`config.mk`:
```
export PLATFORM = sky130hd
export DESIGN_NAME = branch_target_buffer
export DESIGN_NICKNAME = d
export VERILOG_FILES = /design/src/rtl/btb_pkg.sv /design/src/rtl/btb_sat_counter.sv /design/src/rtl/branch_target_buffer.sv
export SDC_FILE = /design/constraint.sdc
export NUM_CORES = 2
export LEC_CHECK = 0
export BUFFER_PORTS_ARGS = -buffer_cell sky130_fd_sc_hd__buf_2
export CAP_MARGIN = 25
export CORE_MARGIN = 10
export CORE_UTILIZATION = 50
export DETAILED_ROUTE_END_ITERATION = 10
export PLACE_DENSITY = 0.68
export SLEW_MARGIN = 20
export SYNTH_ARGS = -nofsm -noshare
export SYNTH_HDL_FRONTEND = slang
export SYNTH_SLANG_ARGS = --single-unit
export TNS_END_PERCENT = 30
```
`constraint.sdc`:
```
create_clock -name clk -period 16.04 [get_ports clk]
set_input_delay 0 -clock clk [delete_from_list [all_inputs] [get_ports clk]]
set_output_delay 0 -clock clk [all_outputs]
set_load 0.01 [all_outputs]
```
`src/rtl/btb_pkg.sv`:
```
// ---------------------------------------------------------------------------
// btb_pkg
// Shared types and helpers for the branch target buffer.
//   btb_entry_t  : one table entry (valid, tag, target, jump, 2-bit counter)
//   CTR_*        : counter encodings used on allocate and reset
//   sat_update() : 2-bit saturating counter step (up when taken, else down)
// ---------------------------------------------------------------------------
package btb_pkg;

    // Widest tag the table can need (ENTRIES = 1 would leave 30 bits).
    // Narrower tags are stored zero-extended into this field.
    localparam int TAG_MAX_W = 30;

    localparam logic [1:0] CTR_WT  = 2'b10;  // weakly taken
    localparam logic [1:0] CTR_ST  = 2'b11;  // strongly taken
    localparam logic [1:0] CTR_RST = 2'b01;  // weakly not taken

    typedef struct packed {
        logic                 valid;
        logic [TAG_MAX_W-1:0] tag;
        logic [31:0]          target;
        logic                 jump;
        logic [1:0]           ctr;
    } btb_entry_t;

    function automatic logic [1:0] sat_update(input logic [1:0] ctr, input logic taken);
        logic [1:0] res;
        if (taken) begin
            res = (ctr == 2'b11) ? ctr : ctr + 2'd1;
        end else begin
            res = (ctr == 2'b00) ? ctr : ctr - 2'd1;
        end
        return res;
    endfunction

endpackage

```
`src/rtl/btb_sat_counter.sv`:
```
// ---------------------------------------------------------------------------
// btb_sat_counter
// Combinational next-state of a 2-bit saturating direction counter.
// Ports:
//   ctr_i   : current counter value
//   taken_i : resolved direction (1 = count up, 0 = count down)
//   ctr_o   : next counter value, clamped to [0,3]
// ---------------------------------------------------------------------------
module btb_sat_counter
    import btb_pkg::*;
(
    input  logic [1:0] ctr_i,
    input  logic       taken_i,
    output logic [1:0] ctr_o
);

    assign ctr_o = sat_update(ctr_i, taken_i);

endmodule

```
`src/rtl/branch_target_buffer.sv`:
```
// ---------------------------------------------------------------------------
// branch_target_buffer
// Direct-mapped BTB feeding the IF stage with the next fetch PC. Lookup is
// combinational on pc_IF; training from EX is written at the clock edge and
// becomes visible the following cycle (no same-cycle bypass).
//
// Ports:
//   clk, rst          : clock, synchronous active-high reset
//   pc_IF             : fetch PC being looked up
//   hit_IF            : valid entry with matching tag
//   taken_IF          : predict redirect (jump entry or counter MSB set)
//   nextpc_IF         : predicted target when taken, else pc_IF+4 (wraps)
//   upd_valid_EX      : resolved branch/jal/jalr present in EX
//   pc_EX, jump_EX    : PC of resolved instruction, 1 = unconditional
//   btaken_EX         : resolved direction of a conditional branch
//   target_EX         : resolved target address
//   stat_upd/hit/alloc: 32-bit wrapping event counters, only present when
//                       BTB_STATS_EN is defined
//
// The table is a flop array so every valid bit and counter clears in the
// single reset cycle; tags and targets are left unreset.
// ---------------------------------------------------------------------------
module branch_target_buffer
    import btb_pkg::*;
#(
    parameter int ENTRIES = 16,
    parameter int IDX_W   = $clog2(ENTRIES),
    parameter int TAG_W   = 30 - IDX_W
) (
    input  logic        clk,
    input  logic        rst,
    input  logic [31:0] pc_IF,
    output logic        hit_IF,
    output logic        taken_IF,
    output logic [31:0] nextpc_IF,
    input  logic        upd_valid_EX,
    input  logic [31:0] pc_EX,
    input  logic        jump_EX,
    input  logic        btaken_EX,
    input  logic [31:0] target_EX
`ifdef BTB_STATS_EN
    ,
    output logic [31:0] stat_upd,
    output logic [31:0] stat_hit,
    output logic [31:0] stat_alloc
`endif
);

    // Tags are kept zero-extended to the package's fixed tag field width.
    localparam int TAG_PAD = TAG_MAX_W - TAG_W;

    btb_entry_t table_rd [ENTRIES];

    // ---------------- lookup ----------------
    logic [IDX_W-1:0]     if_idx;
    logic [TAG_MAX_W-1:0] if_tag;
    btb_entry_t           if_entry;

    assign if_idx   = pc_IF[IDX_W+1:2];
    assign if_tag   = {{TAG_PAD{1'b0}}, pc_IF[31:IDX_W+2]};
    assign if_entry = table_rd[if_idx];

    // Outputs are forced to the fall-through PC while reset is held, since
    // the table itself only clears at the reset edge.
    assign hit_IF    = ~rst & if_entry.valid & (if_entry.tag == if_tag);
    assign taken_IF  = hit_IF & (if_entry.jump | if_entry.ctr[1]);
    assign nextpc_IF = taken_IF ? if_entry.target : pc_IF + 32'd4;

    // ---------------- update ----------------
    logic [IDX_W-1:0]     upd_idx;
    logic [TAG_MAX_W-1:0] upd_tag;
    btb_entry_t           upd_rd;
    logic                 upd_hit;
    logic                 upd_taken;
    logic                 upd_alloc;
    logic                 upd_wr_en;
    logic [1:0]           upd_ctr_next;
    btb_entry_t           upd_entry_d;

    assign upd_idx   = pc_EX[IDX_W+1:2];
    assign upd_tag   = {{TAG_PAD{1'b0}}, pc_EX[31:IDX_W+2]};
    assign upd_rd    = table_rd[upd_idx];
    assign upd_hit   = upd_rd.valid & (upd_rd.tag == upd_tag);
    assign upd_taken = jump_EX | btaken_EX;
    assign upd_alloc = upd_valid_EX & ~upd_hit & upd_taken;
    // A not-taken miss leaves the table untouched.
    assign upd_wr_en = upd_valid_EX & (upd_hit | upd_taken);

    btb_sat_counter u_sat_counter (
        .ctr_i   (upd_rd.ctr),
        .taken_i (upd_taken),
        .ctr_o   (upd_ctr_next)
    );

    always_comb begin
        upd_entry_d = upd_rd;
        if (upd_hit) begin
            upd_entry_d.ctr = upd_ctr_next;
            if (upd_taken) begin
                // Always retarget: a jalr may land somewhere new each time.
                upd_entry_d.target = target_EX;
                upd_entry_d.jump   = jump_EX;
            end
        end else begin
            upd_entry_d.valid  = 1'b1;
            upd_entry_d.tag    = upd_tag;
            upd_entry_d.target = target_EX;
            upd_entry_d.jump   = jump_EX;
            upd_entry_d.ctr    = jump_EX ? CTR_ST : CTR_WT;
        end
    end

    // ---------------- table storage ----------------
    genvar gi;
    generate
        for (gi = 0; gi < ENTRIES; gi++) begin : g_entry
            btb_entry_t entry_q;

            always_ff @(posedge clk) begin
                if (rst) begin
                    entry_q.valid <= 1'b0;
                    entry_q.ctr   <= CTR_RST;
                end else if (upd_wr_en && (upd_idx == IDX_W'(gi))) begin
                    entry_q <= upd_entry_d;
                end
            end

            assign table_rd[gi] = entry_q;
        end
    endgenerate

`ifdef BTB_STATS_EN
    // ---------------- statistics ----------------
    logic [31:0] stat_upd_q,   stat_upd_d;
    logic [31:0] stat_hit_q,   stat_hit_d;
    logic [31:0] stat_alloc_q, stat_alloc_d;

    always_comb begin
        stat_upd_d   = stat_upd_q   + {31'd0, upd_valid_EX};
        stat_hit_d   = stat_hit_q   + {31'd0, upd_valid_EX & upd_hit};
        stat_alloc_d = stat_alloc_q + {31'd0, upd_alloc};
    end

    always_ff @(posedge clk) begin
        if (rst) begin
            stat_upd_q   <= 32'd0;
            stat_hit_q   <= 32'd0;
            stat_alloc_q <= 32'd0;
        end else begin
            stat_upd_q   <= stat_upd_d;
            stat_hit_q   <= stat_hit_d;
            stat_alloc_q <= stat_alloc_d;
        end
    end

    assign stat_upd   = stat_upd_q;
    assign stat_hit   = stat_hit_q;
    assign stat_alloc = stat_alloc_q;
`else
    logic unused_alloc;
    assign unused_alloc = upd_alloc;
`endif

    // Byte offset bits play no part in indexing or tagging.
    logic unused_pc_bits;
    assign unused_pc_bits = ^{pc_IF[1:0], pc_EX[1:0]};

endmodule

```
# Yosys cells after proc, flatten, opt, wreduce, memory -nomap -nowiden
# Cells that the tools add are included.
# Widths: inputs -> output; s select.
op_classes:
  n_addsub: 3
  magnitude_cmp: 2
  n_eq_ne: 18
  muxes: 14
  bitwise: 11
  n_reduce_logical: 34
op_table:
  columns: ["operator", "count"]
  rows:
  - ["$bmux 66 s4", 2]
  - ["$mux 66", 4]
  - ["$eq 30x26->1", 2]
  - ["$mux 35", 1]
  - ["$mux 33", 1]
  - ["$add 32x3->32 const B", 1]
  - ["$eq 4x4->1 const B", 8]
  - ["$mux 32", 1]
  - ["$reduce_and 2->1", 16]
  - ["$mux 31", 1]
  - ["$eq 4x3->1 const B", 4]
  - ["$logic_and 1x1->1", 16]
  - ["$ge 5x5->1 const B", 2]
  - ["$not 4->5", 2]
  - ["$eq 4x2->1 const B", 2]
  - ["$mux 2", 3]
  - ["$and 1x1->1", 5]
  - ["$eq 4x1->1 const B", 1]
  - ["$logic_not 4->1", 1]
  - ["$or 1x1->1", 3]
  - ["$add 2x1->2 const B", 1]
  - ["$eq 2x2->1 const B", 1]
  - ["$logic_not 2->1", 1]
  - ["$sub 2x1->2 const B", 1]
  - ["other kinds (2)", 2]
word_totals:
  register_bits: 1056
  wordCells: 162

# Longest topological paths before layout
depth:
  word_depth: 10
  mapped_depth: 16

# Hierarchy
# From an unflattened synthesis, not the netlist that was laid out.
hier_totals:
  cells_unflattened: 2584
  hier_area_um2: 50370.8
modules_own_cells:
  columns: ["mod", "n_inst", "cells_each", "area_each_um2"]
  rows:
  - ["branch_target_buffer", 1, 2581, 50344.5]
  - ["btb_sat_counter", 1, 3, 26.3]

# Least setup slack after synthesis
# OpenSTA, ideal clock, no wires.
synth_timing:
  path_kind: "reg2reg"
  startpoint: "register g_entry[15].entry_q[47] in the netlist's numbering"
  endpoint: "register g_entry[15].entry_q[10] in the netlist's numbering (enable)"
  setup_time_ns: 0.561
  arrival_ns: 6.863
  t_required_ns: 15.479
  path_slack_ns: 8.616
  path_stages_with_launch: 12
  cell_sequence: "edfxtp_1 -> mux4_2 -> a22o_1 -> a311o_1 -> o41ai_2 -> o2111ai_1 -> nor3_2 -> nand4_2 -> nand2_1 -> nand2b_1 -> clkbuf_1 -> nor3_1"
synth_between:
  elab_chain_len: 9
synth_rtl:
  columns: ["element", "line", "text"]
  rows:
  - ["start: declaration", "branch_target_buffer.sv:117", "btb_entry_t entry_q;"]
  - ["start signal: assignment", "branch_target_buffer.sv:124", "entry_q <= upd_entry_d;"]
  - ["$bmux 66 s4", "branch_target_buffer.sv:82", "assign upd_rd = table_rd[upd_idx];"]
  - ["$mux 66 (implied by the code) (2 in a row)", "branch_target_buffer.sv:82", null]
  - ["$eq 30x26->1", "branch_target_buffer.sv:83", "assign upd_hit = upd_rd.valid & (upd_rd.tag == upd_tag);"]
  - ["$and 1x1->1", "branch_target_buffer.sv:83", null]
  - ["$or 1x1->1", "branch_target_buffer.sv:87", "assign upd_wr_en = upd_valid_EX & (upd_hit | upd_taken);"]
  - ["$and 1x1->1", "branch_target_buffer.sv:87", null]
  - ["$logic_and 1x1->1", "branch_target_buffer.sv:123", "end else if (upd_wr_en && (upd_idx == IDX_W'(gi))) begin"]
  - ["$reduce_and 2->1 (no source line)", null, null]
# Every way passes these cells. The select of a mux whose other input is x is not followed.
# A chain may end at the register's enable or synchronous reset.

# Worst setup path in the final report
layout_timing:
  startpoint: "input pc_EX[5]"
  endpoint: "register g_entry[0].entry_q[32] in the netlist's numbering (enable)"
layout_between:
  elab_chain_len: 10
layout_rtl:
  columns: ["element", "line", "text"]
  rows:
  - ["start: declaration", "branch_target_buffer.sv:37", "input logic [31:0] pc_EX,"]
  - ["$not 4->5 (implied by the code)", "branch_target_buffer.sv:82", null]
  - ["$bmux 66 s4", "branch_target_buffer.sv:82", null]
  - ["$mux 66 (implied by the code) (2 in a row)", "branch_target_buffer.sv:82", null]
  - ["$eq 30x26->1", "branch_target_buffer.sv:83", null]
  - ["$and 1x1->1", "branch_target_buffer.sv:83", null]
  - ["$or 1x1->1", "branch_target_buffer.sv:87", null]
  - ["$and 1x1->1", "branch_target_buffer.sv:87", null]
  - ["$logic_and 1x1->1 (*)", "branch_target_buffer.sv:123", null]
  - ["$reduce_and 2->1 (no source line) (*)", null, null]
  - ["end signal: assignment", "branch_target_buffer.sv:124", null]
  - ["end: declaration", "branch_target_buffer.sv:117", null]
# Mark *: on every way between the ends. The rest lies on a longest branch, timed or not. The select of a mux whose other input is x is not followed.

==> results.json <==
{
  "status": "complete, no violations",
  "top_register": "g_entry.entry_q",
  "hold_buffers": 61,
  "synth_mux_area_share_pct": 27.76,
  "die_h_um": 339.4,
  "clkTransAtPathRegs_ns": 0.06,
  "setup_tns_ns": 0,
  "startpoint_type": "input port",
  "synth_compound_area_share_pct": 3.477,
  "grt_usage_pct": 24.89,
  "htreeDepth": 3,
  "drive_gt1_share_pct": 32.38,
  "final_nets": 3037,
  "antenna_found_initial": 14,
  "routedWlPerCell_um": 33.13,
  "crit_path_max_incr_delay_ns": 0.69,
  "tritoncts": "built",
  "clock_skew_ns": 0.03669,
  "grt_max_degree": 122,
  "min_path_type": "input port to flop",
  "grt_overflow": 0,
  "synthArstFlopShare_pct": 0,
  "power_density_nw_per_um2": 105.7,
  "worstHoldPathCells": 3,
  "ios": 135,
  "vias_per_cell": 6.680,
  "ys_warn_count": 0,
  "yosysUniqueCellTypes": 91,
  "arrival_ns": 6.24,
  "root_buffer": "clkbuf_16",
  "synth_xor_area_share_pct": 1.288,
  "initial_core_util_pct": 50.20,
  "cp_slowest_cell": "buf_4",
  "synth_top_family_by_area": "multiplexers",
  "fin_area_sq_um": 57070,
  "slew_viol_final": 0,
  "finalSetupViolations": 0,
  "worstSetupPathType": "input port to flop",
  "cts_resized": 0,
  "required_ns": 16.36,
  "hold_viol_final": 0,
  "path_cells": "buf_4 -> buf_4 -> buf_4 -> mux4_2 -> mux2i_1 -> mux2i_1 -> xnor2_1 -> nand4_1 -> nor4_1 -> nand4_2 -> nand2_1 -> nand2b_1 -> buf_4 -> nor2_4 -> buf_4 -> buf_4",
  "fin_total_pwr_mw": 6.031,
  "core_area_sq_um": 101600,
  "syn-mean-instance-area_sq_um": 18.67,
  "irDropWorstVdd_mv": 0.07742,
  "worstHoldStart": "btaken_EX",
  "yosys.area_share.simple_pct": 3.616,
  "drv_cap": 0,
  "drt-total-wl_mm": 145.5,
  "placedInstanceArea_sq_um": 53090,
  "r2r-end": "g_entry[0].entry_q[32]",
  "fp.dieW_um": 339.4,
  "min_to": "g_entry[7].entry_q[2]",
  "yosysSeqAreaShare_pct": 61.24,
  "largest_register_ffs": 1056,
  "path_buf_inv": 6,
  "drt_iter0_drc": 3962,
  "final_antenna_net_count": 0,
  "critPathMaxFanout": 48,
  "crit_family": "buffers and inverters",
  "grt_pass1_wl_mm": 211.7,
  "postCtsSetupBuffers": 0,
  "synth_enable_flop_cells": 1008,
  "worstSetupStartpoint": "pc_EX[5]",
  "rows": 117,
  "die_area_sq_um": 115200,
  "drc": 0,
  "ctsLongestPathBuffers": 3,
  "synthAdderAreaFrac_pct": 0.06624,
  "clock.fmax_mhz": 168.8,
  "leakage_nw": 18.39,
  "r2r_slack_ns": 10.55,
  "cts_buffers": 106,
  "ys_ff_latch": 1056,
  "rr_worst_depth": 12,
  "reg2reg_from": "g_entry[1].entry_q[39]",
  "cp_common_cell": "buf_4",
  "syn_area_sq_um": 51000,
  "clock_latency_ns": 0.70,
  "reg_top3": "g_entry.entry_q (1056)",
  "dpl.hpwl_mm": 85.93,
  "end_kind": "flop",
  "period_share_pct": 36.93,
  "cts.sinks": 1056,
  "drtPass1Iterations": 6,
  "min_period_ns": 5.923,
  "relSlewSlack_pct": 29.52,
  "grt_pass1_vias": 30360,
  "rsz0062_at_grt": "no",
  "place_congestion": 0.9392,
  "io_buffers": 132,
  "vias": 29330,
  "synth_cells": 2732,
  "ys.flop_type": "edfxtp_1",
  "area_delta_synth_final_pct": 11.91,
  "tightestPinTransition_ns": 1.057
}
metrics by stage:
| stage | instances | worst slack (ns) | hold WS (ns) | utilization, % |
|---|---|---|---|---|
| finish | 4391 | 10.12 | 0.1029 | 56.18 |
| floorplan | 2795 | 8.616 | 0.1510 | - |
| detailed placement | 4133 | 9.388 | 0.3309 | 52.25 |
| global route | 4387 | 9.650 | 0.1090 | 56.17 |
| global placement | 4130 | 9.333 | 0.3245 | 52.17 |
| CTS | 4384 | 10.06 | 0.06669 | 56.16 |
layout by cell type, fill, tap and decap left out, drive strengths merged, types with 23 or more instances in the layout:
| master | n |
|---|---|
| mux2i | 110 |
| nand3 | 30 |
| xor2 | 23 |
| nor2 | 115 |
| dfxtp | 48 |
| mux2 | 83 |
| buf | 195 |
| conb | 64 |
| dlygate4sd3 | 61 |
| clkbuf | 125 |
| nor3 | 55 |
| a21oi | 87 |
| nand2 | 75 |
| clkinv | 47 |
| mux4 | 530 |
| edfxtp | 1008 |
| nor2b | 25 |
| xnor2 | 52 |
| a22oi | 28 |
| a211oi | 37 |
layout make-up:
| class | instances | area (sq um) |
|---|---|---|
| Multi-Input combinational cell | 1499 | 18820 |
| Clock buffer | 125 | 2724 |
| Antenna cell | 6 | 15.01 |
| Tap cell | 1368 | 1712 |
| Timing Repair Buffer | 256 | 1881 |
| Inverter | 16 | 62.56 |
| Sequential cell | 1056 | 31230 |
| Fill cell | 7671 | 44520 |
| Clock inverter | 65 | 628.1 |
how the worst max path moves through the flow:
stage                                    endpoint  slack, ns  cells after the start
after floorplan           g_entry[15].entry_q[10]       8.62                     11
after global placement    g_entry[10].entry_q[13]       9.33                     14
after detailed placement   g_entry[0].entry_q[32]       9.39                     15
after CTS                            nextpc_IF[9]      10.06                     13
after global routing                 nextpc_IF[9]       9.65                     13
final                      g_entry[0].entry_q[32]      10.12                     16
kinds of logic (layout without fill, tap and decap cells):
family,after synthesis,in the layout
buffers and inverters,240,462
other,1,70
flip-flops,1056,1056
AND/OR/NAND/NOR,375,375
adder cells (fa/ha/maj),3,3
XOR/XNOR,75,75
multiplexers,723,723
AO/OA/AOI/OAI,259,259
report_power, final:
part | switching, mW | total, mW | internal, mW
Clock | 1.05 | 2.43 | 1.39
Combinational | 0.307 | 0.539 | 0.232
Sequential | 0.0126 | 3.06 | 3.05
Total | 1.37 | 6.03 | 4.67
layer usage:
layer / vias to the layer above / track usage (%) / share of wire, %
li1: 11910 / - / -
met1: 15450 / 34.49 / 38
met2: 1695 / 40.02 / 48
met3: 257 / 4.380 / 10
met4: 14 / 8.191 / 3.1
met5: - / 0 / 0.067
cell usage after synthesis (7+ instances only):
library cell | instances | area [sq um]
a22o_1 | 7 | 61.31
a211oi_1 | 37 | 277.8
dfxtp_1 | 48 | 960.9
and3_1 | 12 | 75.07
a22oi_1 | 28 | 210.2
nand3_1 | 30 | 150.1
o22ai_1 | 11 | 68.82
buf_1 | 33 | 123.9
inv_1 | 14 | 52.55
nor4_1 | 7 | 43.79
buf_2 | 52 | 260.3
nand4_1 | 11 | 68.82
mux4_2 | 514 | 11580
a21oi_1 | 87 | 435.4
buf_6 | 22 | 247.7
mux2i_1 | 109 | 1091
a211o_1 | 18 | 157.7
edfxtp_1 | 1008 | 30270
nor2b_1 | 25 | 156.4
mux4_1 | 15 | 394.1
xnor2_1 | 52 | 455.4
nand2_1 | 74 | 277.8
nor3_1 | 54 | 270.3
mux2_4 | 30 | 450.4
nor2_1 | 115 | 431.7
o21ai_0 | 17 | 85.08
clkbuf_1 | 86 | 322.8
buf_4 | 22 | 165.2
mux2_2 | 52 | 585.6
xor2_1 | 23 | 201.4
nand2b_1 | 9 | 56.30
tightest hold or removal path, delay by kind of cell:
family	cells	cell delay, ns
buffers and inverters	1	0.13
AOI/OAI and AO/OA	1	0.33
and+or+nand+nor	1	0.13
(Power assumes the default switching activity.)
